[config.mk]
export PLATFORM = sky130hd
export DESIGN_NAME = sd_acq_seq
export DESIGN_NICKNAME = d
export VERILOG_FILES = /design/src/rtl/sd_acq_pkg.sv /design/src/rtl/sd_acq_wdog.sv /design/src/rtl/sd_acq_seq.sv
export SDC_FILE = /design/constraint.sdc
export NUM_CORES = 1
export LEC_CHECK = 0
export CAP_MARGIN = 5
export CORE_MARGIN = 4
export CORE_UTILIZATION = 50
export DETAILED_ROUTE_END_ITERATION = 8
export HOLD_SLACK_MARGIN = 0.1
export PLACE_DENSITY = 0.76
export SYNTH_ARGS = -nofsm -noshare
export SYNTH_HDL_FRONTEND = slang
export SYNTH_SLANG_ARGS = --single-unit
[constraint.sdc]
create_clock -name dds -period 4 [get_ports dds]
set_clock_uncertainty 0.05 [all_clocks]
set_input_delay 0.8 -clock dds [delete_from_list [all_inputs] [get_ports dds]]
set_output_delay 0.8 -clock dds [all_outputs]
set_load 0.01 [all_outputs]
[src/rtl/sd_acq_pkg.sv]
// Shared types and constants for the spin-echo acquisition-window sequencer.
package sd_acq_pkg;

  typedef enum logic [2:0] {
    ST_IDLE      = 3'd0,
    ST_WAIT_OPEN = 3'd1,
    ST_ACQ       = 3'd2,
    ST_TAIL_WAIT = 3'd3,
    ST_TAIL_ACQ  = 3'd4,
    ST_DONE      = 3'd5,
    ST_ERR       = 3'd6
  } acq_state_e;

  localparam logic [1:0] MODE_SINGLE     = 2'd0;
  localparam logic [1:0] MODE_TRAIN      = 2'd1;
  localparam logic [1:0] MODE_TRAIN_TAIL = 2'd2;

  // Reserved mode encoding 3 behaves as a single window.
  function automatic logic [1:0] norm_mode(input logic [1:0] m);
    logic [1:0] r;
    case (m)
      MODE_TRAIN:      r = MODE_TRAIN;
      MODE_TRAIN_TAIL: r = MODE_TRAIN_TAIL;
      default:         r = MODE_SINGLE;
    endcase
    return r;
  endfunction

  // States in which a sequence is in progress (watchdog, abort and start-drop apply).
  function automatic logic is_active(input acq_state_e s);
    logic r;
    case (s)
      ST_WAIT_OPEN, ST_ACQ, ST_TAIL_WAIT, ST_TAIL_ACQ: r = 1'b1;
      default:                                         r = 1'b0;
    endcase
    return r;
  endfunction

endpackage

[src/rtl/sd_acq_wdog.sv]
// Watchdog: counts cycles spent in the current sequencer state and flags
// expiry once that count reaches a non-zero limit.
module sd_acq_wdog #(
  parameter int TOW = 20
) (
  input  logic           dds,
  input  logic           rst,
  input  logic           clr,
  input  logic [TOW-1:0] limit,
  output logic           expired
);

  logic [TOW-1:0] cnt_q;
  logic [TOW-1:0] cnt_d;
  logic [TOW:0]   elapsed_s;

  // Next count: restart on clear, otherwise count up and stick at all-ones.
  always_comb begin
    cnt_d = cnt_q;
    if (clr) begin
      cnt_d = {TOW{1'b0}};
    end else if (cnt_q != {TOW{1'b1}}) begin
      cnt_d = cnt_q + TOW'(1);
    end else begin
      cnt_d = cnt_q;
    end
  end

  // Counter register.
  always_ff @(posedge dds or posedge rst) begin
    if (rst) begin
      cnt_q <= {TOW{1'b0}};
    end else begin
      cnt_q <= cnt_d;
    end
  end

  // cnt_q holds completed cycles; the current cycle makes it cnt_q+1 at the
  // closing edge, so the limit is reached after exactly `limit` cycles.
  assign elapsed_s = {1'b0, cnt_q} + (TOW+1)'(1);
  assign expired   = (limit != {TOW{1'b0}}) && (elapsed_s == {1'b0, limit});

endmodule

[src/rtl/sd_acq_seq.sv]
// Acquisition-window sequencer: arms on start, opens/closes receive-enable
// windows on timer events for single, echo-train and train+tail modes.
module sd_acq_seq
  import sd_acq_pkg::*;
#(
  parameter int NCH  = 2,
  parameter int CNTW = 16,
  parameter int TOW  = 20
) (
  input  logic            dds,
  input  logic            rst,
  input  logic            start,
  input  logic [1:0]      mode,
  input  logic [NCH-1:0]  ch_mask,
  input  logic [NCH-1:0]  tail_mask,
  input  logic [CNTW-1:0] echo_num,
  input  logic [TOW-1:0]  timeout,
  input  logic            win_open,
  input  logic            win_close,
  input  logic            abort,
  output logic [NCH-1:0]  en,
  output logic [CNTW-1:0] echo_idx,
  output logic            busy,
  output logic            stateover,
  output logic            done,
  output logic            err
);

  acq_state_e      state_q, state_d;
  logic [CNTW-1:0] idx_q, idx_d;
  logic [1:0]      mode_q, mode_d;
  logic [NCH-1:0]  ch_mask_q, ch_mask_d;
  logic [NCH-1:0]  tail_mask_q, tail_mask_d;
  logic [CNTW-1:0] echo_num_q, echo_num_d;
  logic [TOW-1:0]  timeout_q, timeout_d;

  logic [NCH-1:0]  en_q, en_d;
  logic            busy_q, busy_d;
  logic            stateover_q, stateover_d;
  logic            done_q, done_d;
  logic            err_q, err_d;

  logic [CNTW-1:0] idx_inc_s;
  logic            last_win_s;
  logic [1:0]      mode_in_s;
  logic            wdog_clr_s;
  logic            wdog_expired_s;

  assign mode_in_s  = norm_mode(mode);
  assign idx_inc_s  = (idx_q == {CNTW{1'b1}}) ? idx_q : idx_q + CNTW'(1);
  assign last_win_s = (({1'b0, idx_q} + (CNTW+1)'(1)) == {1'b0, echo_num_q});

  // The watchdog restarts on every state change and stays cleared outside a sequence.
  assign wdog_clr_s = (state_d != state_q) || !is_active(state_q);

  sd_acq_wdog #(.TOW(TOW)) u_wdog (
    .dds     (dds),
    .rst     (rst),
    .clr     (wdog_clr_s),
    .limit   (timeout_q),
    .expired (wdog_expired_s)
  );

  // Next state, echo counter and config latches; abort > start drop > watchdog > window events.
  always_comb begin
    state_d     = state_q;
    idx_d       = idx_q;
    mode_d      = mode_q;
    ch_mask_d   = ch_mask_q;
    tail_mask_d = tail_mask_q;
    echo_num_d  = echo_num_q;
    timeout_d   = timeout_q;
    if (is_active(state_q)) begin
      if (abort) begin
        state_d = ST_ERR;
      end else if (!start) begin
        state_d = ST_IDLE;
      end else if (wdog_expired_s) begin
        state_d = ST_ERR;
      end else begin
        case (state_q)
          ST_WAIT_OPEN: begin
            if (win_open) state_d = ST_ACQ;
            else          state_d = ST_WAIT_OPEN;
          end
          ST_ACQ: begin
            if (win_close) begin
              idx_d = idx_inc_s;
              if (mode_q == MODE_SINGLE) begin
                state_d = ST_DONE;
              end else if (last_win_s) begin
                state_d = (mode_q == MODE_TRAIN_TAIL) ? ST_TAIL_WAIT : ST_DONE;
              end else begin
                state_d = ST_WAIT_OPEN;
              end
            end else begin
              state_d = ST_ACQ;
            end
          end
          ST_TAIL_WAIT: begin
            if (win_open) state_d = ST_TAIL_ACQ;
            else          state_d = ST_TAIL_WAIT;
          end
          ST_TAIL_ACQ: begin
            if (win_close) state_d = ST_DONE;
            else           state_d = ST_TAIL_ACQ;
          end
          default: state_d = ST_IDLE;
        endcase
      end
    end else begin
      case (state_q)
        ST_IDLE: begin
          mode_d      = mode_in_s;
          ch_mask_d   = ch_mask;
          tail_mask_d = tail_mask;
          echo_num_d  = echo_num;
          timeout_d   = timeout;
          if (start) begin
            if ((mode_in_s != MODE_SINGLE) && (echo_num == {CNTW{1'b0}})) begin
              state_d = (mode_in_s == MODE_TRAIN_TAIL) ? ST_TAIL_WAIT : ST_DONE;
            end else begin
              state_d = ST_WAIT_OPEN;
            end
          end else begin
            state_d = ST_IDLE;
          end
        end
        ST_DONE, ST_ERR: begin
          if (!start) state_d = ST_IDLE;
          else        state_d = state_q;
        end
        default: state_d = ST_IDLE;
      endcase
    end
    // The echo count reads zero whenever the sequencer sits in IDLE.
    if (state_d == ST_IDLE) begin
      idx_d = {CNTW{1'b0}};
    end else begin
      idx_d = idx_d;
    end
  end

  // Output decode from the next state so outputs react with no added cycle.
  always_comb begin
    en_d        = {NCH{1'b0}};
    busy_d      = is_active(state_d);
    stateover_d = 1'b1;
    err_d       = 1'b0;
    done_d      = 1'b0;
    case (state_d)
      ST_ACQ:      en_d = ch_mask_q;
      ST_TAIL_ACQ: en_d = tail_mask_q;
      ST_DONE: begin
        stateover_d = 1'b0;
        done_d      = (state_q != ST_DONE);
      end
      ST_ERR: begin
        stateover_d = 1'b0;
        err_d       = 1'b1;
      end
      default: en_d = {NCH{1'b0}};
    endcase
  end

  // State, counter, config and registered outputs.
  always_ff @(posedge dds or posedge rst) begin
    if (rst) begin
      state_q     <= ST_IDLE;
      idx_q       <= {CNTW{1'b0}};
      mode_q      <= 2'd0;
      ch_mask_q   <= {NCH{1'b0}};
      tail_mask_q <= {NCH{1'b0}};
      echo_num_q  <= {CNTW{1'b0}};
      timeout_q   <= {TOW{1'b0}};
      en_q        <= {NCH{1'b0}};
      busy_q      <= 1'b0;
      stateover_q <= 1'b1;
      done_q      <= 1'b0;
      err_q       <= 1'b0;
    end else begin
      state_q     <= state_d;
      idx_q       <= idx_d;
      mode_q      <= mode_d;
      ch_mask_q   <= ch_mask_d;
      tail_mask_q <= tail_mask_d;
      echo_num_q  <= echo_num_d;
      timeout_q   <= timeout_d;
      en_q        <= en_d;
      busy_q      <= busy_d;
      stateover_q <= stateover_d;
      done_q      <= done_d;
      err_q       <= err_d;
    end
  end

  assign en        = en_q;
  assign echo_idx  = idx_q;
  assign busy      = busy_q;
  assign stateover = stateover_q;
  assign done      = done_q;
  assign err       = err_q;

endmodule

==> metrics.md, run 1 <==
| Metric | Value |
|---|---|
| Outcome | finished clean |
| Initial Util | between 50% and 60% |
| Most common cell after layout, fill and taps aside | nand2_1 |
| Cts bufs inserted | 9 |
| Period utilisation layout | a little over nine tenths |
| I/O pins | 70 |
| CP arrival | 4.02 ns |
| Row count | 37 |
| Routed len/inst | about 16 um |
| GRT overflow | 0 |
| Worst-Skew Late Latency | about 0.37 ns |
| Mean post-synth cell area | between 8 and 9 um2 |
| R2R Path End | u_wdog.cnt_q[2] |
| Core area | ~10000 um2 |
| Critical Path, Cell by Cell | ha_1, and3_1, nand3_1, xor2_1, a211o_1, or4_1, or4_4, nand3_1, mux2_2, a32oi_1, buf_6, a21oi_1 |
| Largest net degree at the start of global routing | 47 |
| Worst setup EP type | register |
| Mapped Area | between 5000 and 6000 um2 |
| Gpl congestion | between 0.9 and 1 |
| Area Overhead vs Synth | 20.6% |
| Remaining design rule violation count | 0 |
| Crit path to | u_wdog.cnt_q[2] |
| Post-synth ARST share | 100% |
| Via density | 5.59 |
| Slew @ Worst Pin | 0.900 ns |
| CP dominant cell by count | nand3_1 |
| HPWL Detailed | between 9000 and 10000 um |
| H-tree levels | 3 |
| Reg clk slew, reported paths | 0.09 ns |
| Final setup TNS | 0 ns |
| Final Slew Violations | 0 |
| Syn. warnings | 0 |
| CTS tree | yes |
| Total Power | about 3.5 mW |
| F_max | 0.259 GHz |
| DIE HEIGHT | 111 um |
| Root Driver | clkbuf_8 |
| Post-synth EDFFs | 0 |
| Worst-path maximum fanout | 20 |
| Register-to-register setup slack | ~0.14 ns |
| Initial antenna violation count | 0 |
| RSZ-0062 raised after global routing | no |
| Tightest Hold Check Type | register to register |
| TritonCTS Sinks | 87 |
| Max-cap violations | 0 |
| # setup viols final | 0 |
| Longest Clk Path Bufs | 2 |
| Largest stage delay, worst path | ~0.61 ns |
| CP required | 4.16 ns |
| Commonest non-fill, non-tap cells in the layout | 150 x nand2_1, 86 x dfrtp_1, 69 x clkdlybuf4s50_1 |
| Gr usage total | 21.8% |
| Critical Path Start Type | register |
| Hold Fails Final Rpt | 0 |
| Number of distinct library cells after synthesis | 70 |
| Share of cells above drive strength 1 | a little over a tenth |
| R2R cell count | 12 |
| Tmin final | between 3 and 4 ns |
| Pwr dens | between 500 and 600 nW/um2 |
| Initial drt markers | between 200 and 300 |
| Leakage | between 2 and 3 nW |
| IO Port Bufs | 69 |
| Hold_buf cts | 0 |
| Crit path from | u_wdog.cnt_q[0] |
| Syn_nets | between 600 and 700 |
| Dominant synthesized flop cell | dfrtp_1 |
| Die Wd | 111 um |
| Layout Nets | approximately 740 |
| Antenna Nets Post-Route | 0 |
| Worst vdd ir | 350 uV |
| Number of antenna diodes | 0 |
| Vias in the first global route | 4686 |
| Crit Path Class | register to register |
| DRT Pass-1 Iters | 5 |
| Slowest-stage cell, CP | or4_4 |
| First-pass GRT wire length | 22200 um |
| Die area | 12300 um2 |
| Worst r2r src | u_wdog.cnt_q[0] |
| Vias | around 4600 |
| Sequential area share after synthesis | about two fifths |
| Post-Syn Instances | slightly above 600 |
| DRT Wirelength | ~13000 um |
| Relative slew slack | between 30% and 40% |
| #FFs+latches synth | a little under 90 |
-- synth_stat cells, types with 3 or more instances --
cell type  count  area (um2)
or3_1          4        25.0
nand3b_1       5        37.5
o211ai_1       3        22.5
a221oi_1       3        26.3
nor4_1        14        87.6
and3_1         4        25.0
nor2_4        10         113
a21oi_1       17        85.1
nor2b_1       11        68.8
ha_1           4        50.1
nand2b_1       3        18.8
nor2_1        46         173
xor2_1        27         236
o31ai_1        3        22.5
o22ai_1        3        18.8
or2_2          8        50.1
inv_1         17        63.8
o221ai_1       3        26.3
nor3b_1        3        22.5
clkbuf_1      18        67.6
a31oi_1        4        25.0
or4_1          5        37.5
o21ai_0       15        75.1
nand4_1       11        68.8
buf_2          7        35.0
dfrtp_1       86        2150
nand3_1       19        95.1
nand2_1      150         563
xnor2_1       37         324
nor3_1        17        85.1
-- power by group --
part | internal, mW | leakage (nW) | switching [mW]
Combinational | 0.674 | 1.47 | 0.832
Clock | 0.226 | 0.0736 | 0.318
Sequential | 1.14 | 1.13 | 0.312
-- final cells by class --
| cell class | instances | area (um2) |
|---|---|---|
| Fill cell | 892 | 3920 |
| Tap cell | 136 | 170 |
| Clock inverter | 3 | 20.0 |
| Sequential cell | 87 | 2180 |
| Multi-Input combinational cell | 474 | 2890 |
| Inverter | 17 | 65.1 |
| Clock buffer | 13 | 139 |
| Timing Repair Buffer | 94 | 895 |
-- metrics by stage --
step                      util [%]  instances  area [um2]  hold WS (ns)  worst slack [ns]
after floorplan                  -        610        5270         0.396             0.228
after global placement        60.1        808        6180         0.423             0.152
after detailed placement      60.1        808        6180         0.422            0.0363
after CTS                     61.7        824        6340         0.450            0.0171
after global routing          61.9        824        6360         0.462           0.00330
final                         61.9        824        6360         0.444             0.143
-- per-layer routing --
metal	vias up	GRT usage (%)	wire length, um
met5	-	0	0
met2	137	36.9	6640
met3	27	4.15	674
met1	2211	27.6	5670
met4	0	8.46	299
li1	2234	-	-
-- flip-flops by register name, summed over array words and instances (netlist names) --
signal        cells
state_q           3
stateover         1
tail_mask_q       2
echo_idx         16
mode_q            2
err               1
done              1
echo_num_q       16
timeout_q        20
ch_mask_q         2
busy              1
u_wdog.cnt_q     20
en                2
-- logic make-up after synthesis --
group                    Yosys count  synth area share (%)
AND/OR/NAND/NOR                  322                  30.7
flip-flops                        87                  41.3
AO/OA/AOI/OAI                     78                  10.7
buffers and inverters             49                  4.27
XOR/XNOR                          65                  11.1
multiplexers                       4                 0.807
adder cells (fa/ha/maj)            5                  1.14
-- worst max-delay path: cells and delay by family, from the launching register on --
family | cells | cell delay [ns]
and+or+nand+nor | 5 | 1.66
AOI/OAI and AO/OA | 3 | 0.58
DFF | 1 | 0.43
muxes | 1 | 0.34
buffers and inverters | 1 | 0.24
adders and majority gates | 1 | 0.22
xor gates and xnor gates | 1 | 0.18
-- worst min-delay path by stage --
| stage | from | endpoint | slack [ns] | cells after the start |
|---|---|---|---|---|
| final | ch_mask_q[0] | ch_mask_q[0] | 0.44 | 2 |
| after global routing | ch_mask_q[0] | ch_mask_q[0] | 0.46 | 2 |
| after CTS | tail_mask_q[0] | tail_mask_q[0] | 0.45 | 2 |
| after detailed placement | tail_mask_q[0] | tail_mask_q[0] | 0.42 | 2 |
| after global placement | tail_mask_q[0] | tail_mask_q[0] | 0.42 | 2 |
| after floorplan | ch_mask_q[0] | ch_mask_q[0] | 0.40 | 2 |
-- what timing repair did --
| item | 4_1_cts | 5_1_grt |
|---|---|---|
| buffers inserted | 0 | 0 |
| setup endpoints to repair | 0 | 38 |
| resized for setup | 0 | 4 |
| hold endpoints to repair | 0 | 0 |
No activity file was read; power rests on OpenSTA's default activity.
==> inputs of run 2 (changes only) <==
--- a/config.mk
+++ b/config.mk
@@ -5,7 +5,7 @@
 export SDC_FILE = /design/constraint.sdc
 export NUM_CORES = 1
 export LEC_CHECK = 0
-export CAP_MARGIN = 5
+export CAP_MARGIN = 30
 export CORE_MARGIN = 4
 export CORE_UTILIZATION = 50
 export DETAILED_ROUTE_END_ITERATION = 8
==> results of run 2 <==
No change in the layout: final DEF, timing and power equal those of run 1.
